### src/rtl/ram_pkg.sv
// Shared defaults for the single-port RAM block.
package ram_pkg;

    // Default word width in bits.
    localparam int unsigned RAM_DATA_W = 8;
    // Default address width in bits.
    localparam int unsigned RAM_ADDR_W = 5;
    // Default number of words; fully decodes the address space.
    localparam int unsigned RAM_DEPTH  = 2 ** RAM_ADDR_W;

endpackage : ram_pkg

### src/rtl/modport_ram.sv
// Single-port RAM, DEPTH x DATA_W, with registered read data and read-before-write
// behaviour when a read and a write hit the same cycle. Synchronous reset clears
// both the output register and every memory word.
module modport_ram
    import ram_pkg::*;
#(
    parameter int unsigned DATA_W = RAM_DATA_W,
    parameter int unsigned ADDR_W = RAM_ADDR_W,
    parameter int unsigned DEPTH  = RAM_DEPTH
) (
    input  logic              clk,
    input  logic              rst,
    input  logic              write_en,
    input  logic              read_en,
    input  logic [ADDR_W-1:0] addr,
    input  logic [DATA_W-1:0] data_in,
    output logic [DATA_W-1:0] data_out
);

    logic [DATA_W-1:0] mem_q [DEPTH];
    logic [DATA_W-1:0] data_out_q;

    // Memory array and read register; the read samples mem_q before this edge's
    // write lands, which gives read-before-write on a simultaneous access.
    always_ff @(posedge clk) begin
        if (rst) begin
            for (int unsigned i = 0; i < DEPTH; i++) begin
                mem_q[i] <= '0;
            end
            data_out_q <= '0;
        end else begin
            if (write_en) begin
                mem_q[addr] <= data_in;
            end
            if (read_en) begin
                data_out_q <= mem_q[addr];
            end
        end
    end

    assign data_out = data_out_q;

endmodule : modport_ram

### config.mk
export PLATFORM = sky130hd
export DESIGN_NAME = modport_ram
export DESIGN_NICKNAME = d
export VERILOG_FILES = /design/src/rtl/ram_pkg.sv /design/src/rtl/modport_ram.sv
export SDC_FILE = /design/constraint.sdc
export NUM_CORES = 1
export LEC_CHECK = 0
export ABC_AREA = 1
export CAP_MARGIN = 20
export CORE_MARGIN = 2
export CORE_UTILIZATION = 60
export DETAILED_ROUTE_END_ITERATION = 10
export DONT_BUFFER_PORTS = 1
export PLACE_DENSITY = 0.76
export SLEW_MARGIN = 40
export SYNTH_ARGS = -nofsm -noshare
export SYNTH_HDL_FRONTEND = slang
export SYNTH_SLANG_ARGS = --single-unit
### constraint.sdc
create_clock -name clk -period 2.7 [get_ports clk]
set_clock_uncertainty 0.15 [all_clocks]
set_input_delay 0.27 -clock clk [delete_from_list [all_inputs] [get_ports clk]]
set_output_delay 0.27 -clock clk [all_outputs]
set_load 0.05 [all_outputs]
==> qor.txt <==
DIE WIDTH: 147.0 um
DRC errors left: 0
HPWL after DPL: 18,160 um
final wirelength: 29,550 um
Area contributors post-synth: edfxtp_1 (63%), nand2_1 (20%), nor2_1 (8.9%)
I/O pin count: 25
Crit-path slowest cell: dlygate4sd3_1
CTS Buf Count: 27
crit-path leading delay family: buffers and inverters
total core area: 0.02017 mm^2
Area Growth Syn to Fin: 8.674%
Slew @ Worst Pin: 0.7982 ns
DR iter-0 viols: 840
Post-Syn Instances: 1,395
Async S/R FF share, synth: 0
cell area after layout: 0.01334 mm^2
port buffer count: 0
combinational power share: 0.076
Routed Antenna Nets: 0
# rows: 52
CP cell instances: dlygate4sd3_1 > nor3_1 > buf_4 > nand2_2 > nand2_1
number of global-route vias before repair: 8,313
clk buf depth: 3
GRT Util Overall: 0.2759
gpl congestion: 0.9165
R2R Setup Slk: 0.94 ns
RSZ-0062 raised after global routing: false
first-pass GRT wire length: 45,090 um
Bufs and invs on worst path: 2
largest net degree at the start of global routing: 118
Most used DFF post-synth: edfxtp_1
Synth top area share: 0.6263
switch share: 0.2311
# H-tree levels: 1
Hold Violations, Final: 0
synth unique cells: 16
setup TNS: 0 ns
initial core utilization: 0.6086
fmax: 552.6 MHz
total die area: 0.02162 mm^2
EDFF count, synth: 256
DP Cell Count: 1,615
Max Slew Vio Count: 0
Clock Sinks: 264
# Max-Cap Violations: 0
Clock power frac: 0.379
count leader, synth: nand2_1
latest clock arrival within the worst-skew pair: 0.53 ns
status: finished clean
critical path class: input pin to flip-flop
Pwr Density: 662.8 mW/mm^2
yosys warns: 0
Filler Cell Count: 1,621
Peak VDD IR: 590.2 uV
CTS root buf: clkbuf_16
sequential share of the synthesized area: 0.6393
worst min path class: input pin to flip-flop
Worst slew margin: 0.4661
post-layout util: 0.6614
Int Pwr: 0.006798 W
GRT overflow: 0
part of the power in registers: 0.545
fin crit share: 0.6703
DRT Pass-1 Iters: 5
Seq cells post-synth: 264
post-synthesis cell area: 0.01227 mm^2
CP required: 2.74 ns
P_sw: 0.002043 W
CTS tree: yes
initial antenna violation count: 0
Min Clock Period, post-route: 1.810 ns
die height: 147.0 um
Vias/cell: 5.467
cell taking the most area after synthesis: edfxtp_1
CP arrival: 1.85 ns
instance area at placement: 0.01252 mm^2
largest stage delay on the critical path: 0.56 ns
top cells by count, synth: nand2_1 (661), nor2_1 (291), edfxtp_1 (256)
clk slew on worst S/H paths: 0.06 ns
share of layout cells above drive strength 1: 0.06953
drt wl/cell: 17.75 um
syn nets: 1,412
Worst setup EP type: flip-flop
post-route insts no fill: 1,665
Final #Nets: 1,395
P_leak: 5.855 nW
CP startpoint kind: input pin
Ant. Diodes: 0
critical path peak fanout: 11
routed via count: 9,103
final setup vio count: 0
Syn Area/Cell: 8.799 um^2
==> per-stage QoR <==
step / hold WS, ns / power [W] / worst slack, ns
floorplan: 0.3706 / 0.005362 / 0.6352
global placement: 0.2740 / 0.005544 / 0.5228
detailed placement: 0.2770 / 0.005555 / 0.5089
CTS: 0.004311 / 0.008840 / 0.9000
global route: 0.04136 / 0.009112 / 0.7450
finish: 0.01320 / 0.008841 / 0.8902
==> per-layer routing <==
layer  vias to the layer above  GRT usage  part of all wire
met3                       107    0.05093              0.10
met4                         0     0.1207             0.046
met2                       475     0.4380              0.46
met1                      4145     0.3783              0.39
li1                       4376          -                 -
met5                         -          0                 0
==> state kept, by name, summed over array words and instances (netlist names) <==
| signal | count |
|---|---|
| data_out | 8 |
| mem_q | 256 |
==> cell families (layout without fill, tap and decap cells) <==
| kind of cell | after synthesis | in the layout | share of synthesized area |
|---|---|---|---|
| AO/OA/AOI/OAI | 2 | 2 | 0.0008155 |
| flip-flops | 264 | 264 | 0.6393 |
| AND/OR/NAND/NOR | 1020 | 1020 | 0.3250 |
| buffers and inverters | 109 | 109 | 0.03486 |
==> path summary, 6_finish.rpt <==
check / start / cells past startpoint / endpoint
worst min-delay path: addr[2] / 3 / mem_q[10][3]
worst min register to register: mem_q[11][0] / 6 / data_out[0]
worst max register to register: data_out[5] / 5 / data_out[5]
worst max-delay path: addr[4] / 5 / mem_q[9][5]
==> timing repair <==
| item | 4_1_cts | 5_1_grt |
|---|---|---|
| hold endpoints to repair | 12 | 0 |
| gates resized for setup | 0 | 0 |
| hold buffers | 4 | 0 |
| buffers inserted | 0 | 0 |
==> worst min-delay path: stages <==
cell     delay (ns)
nor3_1         0.05
nand2_2        0.15
nor2_1         0.06
==> power groups by stage <==
stage / clock network [W] / logic (W) / registers, W
final: 0.00335 / 0.000673 / 0.00482
after global routing: 0.00353 / 0.000741 / 0.00484
after CTS: 0.00336 / 0.000665 / 0.00482
after detailed placement: 0 / 0.000653 / 0.00490
after global placement: 0 / 0.000649 / 0.00490
after floorplan: 0 / 0.000490 / 0.00487
==> layout by cell type, fill, tap and decap left out <==
master	instances
nor2_2	1
nor2_1	291
bufinv_16	1
nor3_4	3
a21oi_1	2
dfxtp_1	8
clkinv_1	6
buf_12	1
clkbuf_1	8
nand3_1	24
edfxtp_1	256
inv_2	1
dlygate4sd3_1	4
nor3_1	8
nand2_1	661
inv_1	30
nand2_2	32
clkinv_2	5
buf_4	26
clkbuf_16	27
==> layout make-up <==
class | instances | area, um^2 | share of cell area
inverter | 32 | 121.4 | 0.009099
clock buffer | 35 | 705.7 | 0.05290
tap | 270 | 337.8 | 0.02533
timing repair buffer | 31 | 255.2 | 0.01914
clock inverter | 11 | 72.57 | 0.005440
multi-input combinational | 1022 | 3999 | 0.2998
sequential | 264 | 7848 | 0.5883
Power figures use the tool's default switching activity.
